### config.mk
export PLATFORM = sky130hd
export DESIGN_NAME = control_unit
export DESIGN_NICKNAME = d
export VERILOG_FILES = /design/src/rtl/control_unit.sv
export SDC_FILE = /design/constraint.sdc
export NUM_CORES = 1
export LEC_CHECK = 0
export CORE_AREA = 10 10 47 49
export CTS_BUF_LIST = sky130_fd_sc_hd__clkbuf_4 sky130_fd_sc_hd__clkbuf_8
export DETAILED_ROUTE_END_ITERATION = 12
export DIE_AREA = 0 0 57 59
export PLACE_DENSITY = 0.68
export SETUP_SLACK_MARGIN = 0.3
export SLEW_MARGIN = 0
export SYNTH_ARGS = -nofsm -noshare
export SYNTH_HDL_FRONTEND = slang
export SYNTH_SLANG_ARGS = --single-unit
### constraint.sdc
create_clock -name clk -period 3.1 [get_ports clk]
set_input_delay 0.62 -clock clk [delete_from_list [all_inputs] [get_ports clk]]
set_output_delay 0.62 -clock clk [all_outputs]
set_load 0.02 [all_outputs]
### src/rtl/control_unit.sv
// Main decoder for the single-cycle MIPS datapath.
// Maps opcode/funct to datapath strobes and keeps a sticky illegal flag.
module control_unit (
  input  logic       clk,
  input  logic       reset,
  input  logic [5:0] opcode,
  input  logic [5:0] funct,
  output logic [1:0] RegDst,
  output logic [2:0] MemToReg,
  output logic [1:0] ALUOp,
  output logic       ALUSrc,
  output logic       RegWrite,
  output logic       MemRead,
  output logic       MemWrite,
  output logic       Branch,
  output logic       BranchNot,
  output logic       Jump,
  output logic       JumpReg,
  output logic       Illegal,
  output logic       IllegalSticky
);

  localparam logic [5:0] OP_R    = 6'b000000;
  localparam logic [5:0] OP_J    = 6'b000010;
  localparam logic [5:0] OP_JAL  = 6'b000011;
  localparam logic [5:0] OP_BEQ  = 6'b000100;
  localparam logic [5:0] OP_BNE  = 6'b000101;
  localparam logic [5:0] OP_ADDI = 6'b001000;
  localparam logic [5:0] OP_SLTI = 6'b001010;
  localparam logic [5:0] OP_ANDI = 6'b001100;
  localparam logic [5:0] OP_ORI  = 6'b001101;
  localparam logic [5:0] OP_XORI = 6'b001110;
  localparam logic [5:0] OP_LUI  = 6'b001111;
  localparam logic [5:0] OP_LW   = 6'b100011;
  localparam logic [5:0] OP_SW   = 6'b101011;

  localparam logic [5:0] F_SLL  = 6'b000000;
  localparam logic [5:0] F_SRL  = 6'b000010;
  localparam logic [5:0] F_SRA  = 6'b000011;
  localparam logic [5:0] F_JR   = 6'b001000;
  localparam logic [5:0] F_ADD  = 6'b100000;
  localparam logic [5:0] F_ADDU = 6'b100001;
  localparam logic [5:0] F_SUB  = 6'b100010;
  localparam logic [5:0] F_SUBU = 6'b100011;
  localparam logic [5:0] F_AND  = 6'b100100;
  localparam logic [5:0] F_OR   = 6'b100101;
  localparam logic [5:0] F_XOR  = 6'b100110;
  localparam logic [5:0] F_NOR  = 6'b100111;
  localparam logic [5:0] F_SLT  = 6'b101010;
  localparam logic [5:0] F_SLTU = 6'b101011;

  localparam logic [1:0] RD_RT  = 2'b00;
  localparam logic [1:0] RD_RD  = 2'b01;
  localparam logic [1:0] RD_RA  = 2'b10;
  localparam logic [2:0] WB_ALU = 3'b000;
  localparam logic [2:0] WB_MEM = 3'b001;
  localparam logic [2:0] WB_PC4 = 3'b010;
  localparam logic [2:0] WB_LUI = 3'b011;
  localparam logic [1:0] AL_ADD = 2'b00;
  localparam logic [1:0] AL_SUB = 2'b01;
  localparam logic [1:0] AL_FN  = 2'b10;
  localparam logic [1:0] AL_IMM = 2'b11;

  typedef struct packed {
    logic [1:0] regdst;
    logic [2:0] memtoreg;
    logic [1:0] aluop;
    logic       alusrc;
    logic       regwrite;
    logic       memread;
    logic       memwrite;
    logic       branch;
    logic       branchnot;
    logic       jump;
    logic       jumpreg;
    logic       illegal;
  } ctrl_t;

  ctrl_t c;

  logic is_r;
  logic r_alu;
  logic r_jr;
  logic op_lw;
  logic op_sw;
  logic op_beq;
  logic op_bne;
  logic op_addi;
  logic op_imm;
  logic op_lui;
  logic op_j;
  logic op_jal;
  logic sticky_q;

  // One-hot instruction class flags; at most one is ever set.
  always_comb begin
    is_r    = (opcode == OP_R);
    r_alu   = 1'b0;
    if (is_r) begin
      case (funct)
        F_ADD, F_ADDU, F_SUB, F_SUBU,
        F_AND, F_OR, F_XOR, F_NOR,
        F_SLT, F_SLTU,
        F_SLL, F_SRL, F_SRA: r_alu = 1'b1;
        default:             r_alu = 1'b0;
      endcase
    end
    r_jr    = is_r && (funct == F_JR);
    op_lw   = (opcode == OP_LW);
    op_sw   = (opcode == OP_SW);
    op_beq  = (opcode == OP_BEQ);
    op_bne  = (opcode == OP_BNE);
    op_addi = (opcode == OP_ADDI);
    op_imm  = (opcode == OP_SLTI) || (opcode == OP_ANDI) ||
              (opcode == OP_ORI)  || (opcode == OP_XORI);
    op_lui  = (opcode == OP_LUI);
    op_j    = (opcode == OP_J);
    op_jal  = (opcode == OP_JAL);
  end

  always_comb begin
    c = '0;
    unique case (1'b1)
      r_alu: begin
        c.regdst   = RD_RD;
        c.aluop    = AL_FN;
        c.regwrite = 1'b1;
        c.memtoreg = WB_ALU;
      end
      r_jr: begin
        c.jumpreg = 1'b1;
        c.aluop   = AL_FN;
      end
      op_lw: begin
        c.alusrc   = 1'b1;
        c.memread  = 1'b1;
        c.regwrite = 1'b1;
        c.memtoreg = WB_MEM;
        c.regdst   = RD_RT;
        c.aluop    = AL_ADD;
      end
      op_sw: begin
        c.alusrc   = 1'b1;
        c.memwrite = 1'b1;
        c.aluop    = AL_ADD;
      end
      op_beq: begin
        c.branch = 1'b1;
        c.aluop  = AL_SUB;
      end
      op_bne: begin
        c.branchnot = 1'b1;
        c.aluop     = AL_SUB;
      end
      op_addi: begin
        c.alusrc   = 1'b1;
        c.regwrite = 1'b1;
        c.aluop    = AL_ADD;
      end
      op_imm: begin
        c.alusrc   = 1'b1;
        c.regwrite = 1'b1;
        c.aluop    = AL_IMM;
      end
      op_lui: begin
        c.alusrc   = 1'b1;
        c.regwrite = 1'b1;
        c.memtoreg = WB_LUI;
        c.aluop    = AL_ADD;
      end
      op_j: begin
        c.jump = 1'b1;
      end
      op_jal: begin
        c.jump     = 1'b1;
        c.regwrite = 1'b1;
        c.regdst   = RD_RA;
        c.memtoreg = WB_PC4;
        c.aluop    = AL_ADD;
      end
      // Undecodable: every strobe stays low so nothing retires.
      default: begin
        c.illegal = 1'b1;
      end
    endcase
  end

  always_ff @(posedge clk) begin
    if (reset) begin
      sticky_q <= 1'b0;
    end else if (c.illegal) begin
      sticky_q <= 1'b1;
    end
  end

  assign RegDst        = c.regdst;
  assign MemToReg      = c.memtoreg;
  assign ALUOp         = c.aluop;
  assign ALUSrc        = c.alusrc;
  assign RegWrite      = c.regwrite;
  assign MemRead       = c.memread;
  assign MemWrite      = c.memwrite;
  assign Branch        = c.branch;
  assign BranchNot     = c.branchnot;
  assign Jump          = c.jump;
  assign JumpReg       = c.jumpreg;
  assign Illegal       = c.illegal;
  assign IllegalSticky = sticky_q;

endmodule

==> results of run 1 <==
metal layers:
| layer | GRT usage [%] | routed length [um] | vias up |
|---|---|---|---|
| met1 | 8.660 | 601 | 265 |
| li1 | - | - | 300 |
| met2 | 17.21 | 751 | 20 |
| met3 | 3.863 | 163 | 0 |
| met5 | 0 | 0 | - |
| met4 | 0 | 0 | 0 |
cells in the final DEF, fill, tap and decap left out, types with 2 or more instances in the layout:
master and n:
buf_4 14, clkdlybuf4s50_1 13, dlygate4sd2_1 9, nor2_1 8, nand2_1 4, nor3_1 3, inv_1 3, a21oi_1 3
buf_2 3, clkbuf_2 3, nor4_1 2, and4b_1 2, nand2b_1 2, nor2b_1 2, o21ai_0 2, o21ai_1 2
final cells by class:
cell class	count	area share (%)
inverters	3	1.483
repair buffers	43	46.95
well taps	16	2.636
flip-flops and latches	1	2.636
multi-input cells	52	46.29
metrics by stage:
| step | setup TNS, ps | cells |
|---|---|---|
| 3_5_place_dp | -191.9 | 115 |
| 3_3_place_gp | -114.9 | 115 |
| 4_1_cts | 0 | 115 |
| 6_report | 0 | 115 |
| 2_1_floorplan | 0 | 60 |
| 5_1_grt | 0 | 115 |
critical path, cell delays in order:
cell and delay [ps]:
clkdlybuf4s50_1 540, buf_4 170, inv_1 60, nor2_1 140, nand3_1 90, a21oi_1 140
dlygate4sd2_1 350
power breakdown:
part           leakage, nW  switching, mW  internal [mW]
Clock                    0              0              0
Sequential         0.00843       0.000654         0.0141
Combinational        0.375         0.0417         0.0450
timing repair:
item | in CTS | in global routing
pin swaps | 1 | 0
endpoints found under the setup margin | 15 | 7
gates cloned | 0 | 0
resized for setup | 25 | 13
setup buffers | 0 | 0
worst max path at each step:
stage	endpoint	slack, ps	cells after the start
3_3_place_gp	ALUOp[1]	-60	5
2_1_floorplan	ALUOp[1]	760	3
6_report	ALUSrc	370	7
3_5_place_dp	ALUOp[1]	-60	5
5_1_grt	ALUSrc	280	7
4_1_cts	JumpReg	240	6
logic make-up after synthesis:
family,count (synthesis),synth area share (%)
other,1,0.9699
AOI/OAI and AO/OA,16,29.45
and+or+nand+nor,34,52.43
DFF,1,5.178
muxes,1,2.589
buffers and inverters,7,9.381
==> impl_metrics.yaml, run 1 <==
outcome:
  status: "complete, no violations"
grt:
  gr-total-overflow: 0
  grt_pass1_vias: 627
  track_usage_pct: 8.726
  grt_pass1_wl_um: 2608
  grt_max_degree: 13
  grt_antenna_before_repair: 0
critical_path:
  critical_path_required_ps: 2480
  r2r_setup_slack_ps: 2410
  startpoint: "opcode[0]"
  arrival_ps: 2110
  r2r.worst_path.cells: 2
  start_kind: "input pin"
  worstSetupPathType: "input pin to primary output"
  r2r_end: "IllegalSticky"
  endpoint_kind: "primary output"
  r2r-start: "IllegalSticky"
  cp_max_fo: 6
place:
  numPortBuffers: 29
  post_dp_cell_area_um2: 777.0
  pre_cts_ws_ps: -62.42
  hpwl_um: 1300
  gp_congestion: 0.7327
logic_synthesis:
  synthCells: 60
  yosys.area.top_type: "nor2_1"
  syn_area_per_cell_um2: 6.444
  synthFlopType: "dfxtp_1"
  synthArstFlopShare_pct: 0
  synth.top_cells.by_area: "nor2_1 (7.8%), and4b_1 (5.2%), dfxtp_1 (5.2%), nor3_1 (5.2%), a21oi_1 (3.9%)"
  synthDistinctLibCells: 36
  synth_top_area_share_pct: 7.767
  ys_seq_area_share_pct: 5.178
  synth.most_common_cell: "nor2_1"
  synth.top_cells.by_count: "nor2_1 (8), nand2_1 (4), nor3_1 (4), a21oi_1 (3), inv_1 (3)"
  syn_area_um2: 386.6
  synth_edf_count: 0
  syn_nets: 74
  yosysWarnings: 0
  synth_seq_cells: 1
cts:
  clkLatencyLatePin_ps: 0
  cts_hold_buf: 0
  path_clk_slew_ps: 0
sta:
  finalCritPeriodShare_pct: 88.09
  whs_ps: 467.0
  finalSetupViolations: 0
  fin_crit_ps: 2731
  drv_slew: 0
  finalHoldViolCount: 0
  clock.fmax_mhz: 366.2
  setup_slack_ps: 369.3
  rsz0062_at_grt: "true"
  fin_skew_ps: 0
floorplan:
  die_h_um: 59
  ios: 31
  die-width_um: 57
  initial_utilization_pct: 27.59
  coreArea_um2: 1401
  die_area_um2: 3363
  row_count: 14
pwr:
  p_leak_nw: 0.3835
  total_power_mw: 0.1015
  power.density_nw_per_um2: 133.7
  peakVddDrop_uv: 103.5
final_layout:
  final_area_um2: 759.5
  largest_reg_flops: 1
  area_growth_pct: 96.44
  diodes: 0
  final_util_pct: 54.20
  final.fill_count: 160
  multi_input_area_um2: 351.6
  drive_gt1_share_pct: 27.27
  regArea_um2: 20.02
  num-nets-final: 115
drt:
  drcViolationCount: 0
  dr.pass1.iters: 2
  viasPerCell: 5.087
  postRouteAntennaNets: 0
  via_count: 585
  post_drt_wl_per_cell_um: 13.19
  first_iter_violations: 5
  wirelength_um: 1517
run:
  drv_cap: 0
worst_hold_path:
  whs_path_depth: 2
  holdPathEnd: "IllegalSticky"
  worstHoldStart: "IllegalSticky"
  hp-class: "register to register"
Note: power is estimated with default switching activity, not from simulation.
==> run 2: changes to the inputs <==
- GPL_TIMING_DRIVEN: default -> 0
==> run 2 against run 1 <==
Sequential power about the same; via count decreased by 6.7%; first-iteration DRC count decreased by 80%; highest routed layer unchanged; final cell count decreased by 8.7%; critical path depth decreased by 3; flip-flop and latch count unchanged; combinational power decreased by 12%; die area unchanged; utilization decreased by 4.7 points; worst setup slack improved by 25 ps; fmax increased by 0.94%.
==> impl_metrics.yaml, run 2 (synthesis results as in run 1) <==
outcome:
  status: "complete, no violations"
sta:
  whs_ps: 462.8
  finalHoldViolCount: 0
  rsz0062_at_grt: "false"
  finalCritPeriodShare_pct: 87.26
  setup-tns-final_ps: 0
  setup_slack_ps: 394.8
  clock.fmax_mhz: 369.7
  finalSetupViolations: 0
  fin_skew_ps: 0
  fin_crit_ps: 2705
  drv_slew: 0
grt:
  track_usage_pct: 7.732
  grt_max_degree: 11
  gr-total-overflow: 0
  grt_pass1_vias: 553
  grt_pass1_wl_um: 2352
  grt_antenna_before_repair: 0
final_layout:
  final_cell_mix: "clkdlybuf4s50_1 (11), nor2_1 (8), dlygate4sd2_1 (7)"
  largest_reg_flops: 1
  drive_gt1_share_pct: 23.60
  num-nets-final: 105
  layout_commonest_cell: "clkdlybuf4s50_1"
  diodes: 0
  area_growth_pct: 79.29
drt:
  drcViolationCount: 0
  via_count: 546
  postRouteAntennaNets: 0
  viasPerCell: 5.200
  wirelength_um: 1435
  first_iter_violations: 1
  post_drt_wl_per_cell_um: 13.67
  dr.pass1.iters: 4
pwr:
  peakVddDrop_uv: 93.35
  p_leak_nw: 0.3555
  total_power_mw: 0.09150
  power.density_nw_per_um2: 132.0
place:
  pre_cts_ws_ps: -127.2
  gp_congestion: 0.7556
  hpwl_um: 1179
  numPortBuffers: 28
critical_path:
  r2r-start: "IllegalSticky"
  critical_path_required_ps: 2480
  r2r_setup_slack_ps: 2420
  r2r.worst_path.cells: 2
  endpoint_kind: "primary output"
  worstSetupEndpoint: "RegDst[1]"
  crit_family: "buffers and inverters"
  arrival_ps: 2090
  crit_buf_inv: 2
  r2r_end: "IllegalSticky"
  worst_path_largest_cell_delay_ps: 540
  cp_max_fo: 7
  path_cells: "clkdlybuf4s50_1 -> or2_2 -> nor4_1 -> dlygate4sd2_1"
  cp_slowest_cell: "clkdlybuf4s50_1"
  start_kind: "input pin"
  cp.depth: 4
  startpoint: "opcode[4]"
  worstSetupPathType: "input pin to primary output"
floorplan:
  coreArea_um2: 1401
  die_area_um2: 3363
  die_h_um: 59
  ios: 31
  initial_utilization_pct: 27.59
  row_count: 14
  die-width_um: 57
cts:
  cts_hold_buf: 0
  path_clk_slew_ps: 0
  clkLatencyLatePin_ps: 0
run:
  drv_cap: 0
worst_hold_path:
  hp-class: "register to register"
[run 2: cell types whose count changed in the layout (fill, tap and decap cells not counted), sizes merged]
cell	previous run	this run
buf	17	6
clkbuf	3	5
clkdlybuf4s15	0	1
clkdlybuf4s50	13	11
dlygate4sd1	0	1
dlygate4sd2	9	7
dlymetal6s2s	1	2
[run 2: timing repair]
| item | in CTS | in global routing |
|---|---|---|
| resized for setup | 26 | 21 |
| buffers inserted | 1 | 0 |
| setup endpoints to repair | 15 | 10 |
| pin swaps | 1 | 2 |
[run 2: worst min-delay path by stage]
stage,cells past startpoint,to,startpoint,slack (ps)
detailed placement,2,IllegalSticky,IllegalSticky,470
global route,2,IllegalSticky,IllegalSticky,490
global placement,2,IllegalSticky,IllegalSticky,470
finish,2,IllegalSticky,IllegalSticky,460
CTS,2,IllegalSticky,IllegalSticky,470
floorplan,2,IllegalSticky,IllegalSticky,550
[run 2: metrics by stage]
stage / utilization, % / instance area (um2) / instances
floorplan: - / 386.6 / 60
global placement: 49.02 / 686.9 / 104
detailed placement: 49.02 / 686.9 / 104
CTS: 49.29 / 690.7 / 105
global route: 49.46 / 693.2 / 105
finish: 49.46 / 693.2 / 105
[run 2: final cells by class]
| cell class | count | area, um2 |
|---|---|---|
| buffer | 4 | 27.53 |
| fill | 160 | 708.2 |
| inverter | 3 | 11.26 |
| multi-input combinational | 52 | 357.8 |
| sequential | 1 | 20.02 |
| tap | 16 | 20.02 |
| timing repair buffer | 29 | 256.5 |
[run 2: layer usage]
metal  track usage, %  share of wire, %
met4                0                 0
met3            3.863                11
met5                0                 0
met2            15.66                51
met1            7.117                38
[run 2: worst reg2reg max path, stage by stage, from the launching register on]
cell      delay, ps
dfxtp_1         320
inv_1            50
a221oi_2        220
[run 2: power breakdown]
| part | leakage [nW] | internal [mW] | total (mW) | switching [mW] |
|---|---|---|---|---|
| Clock | 0 | 0 | 0 | 0 |
| Sequential | 0.00843 | 0.0141 | 0.0148 | 0.000623 |
| Combinational | 0.347 | 0.0364 | 0.0767 | 0.0403 |
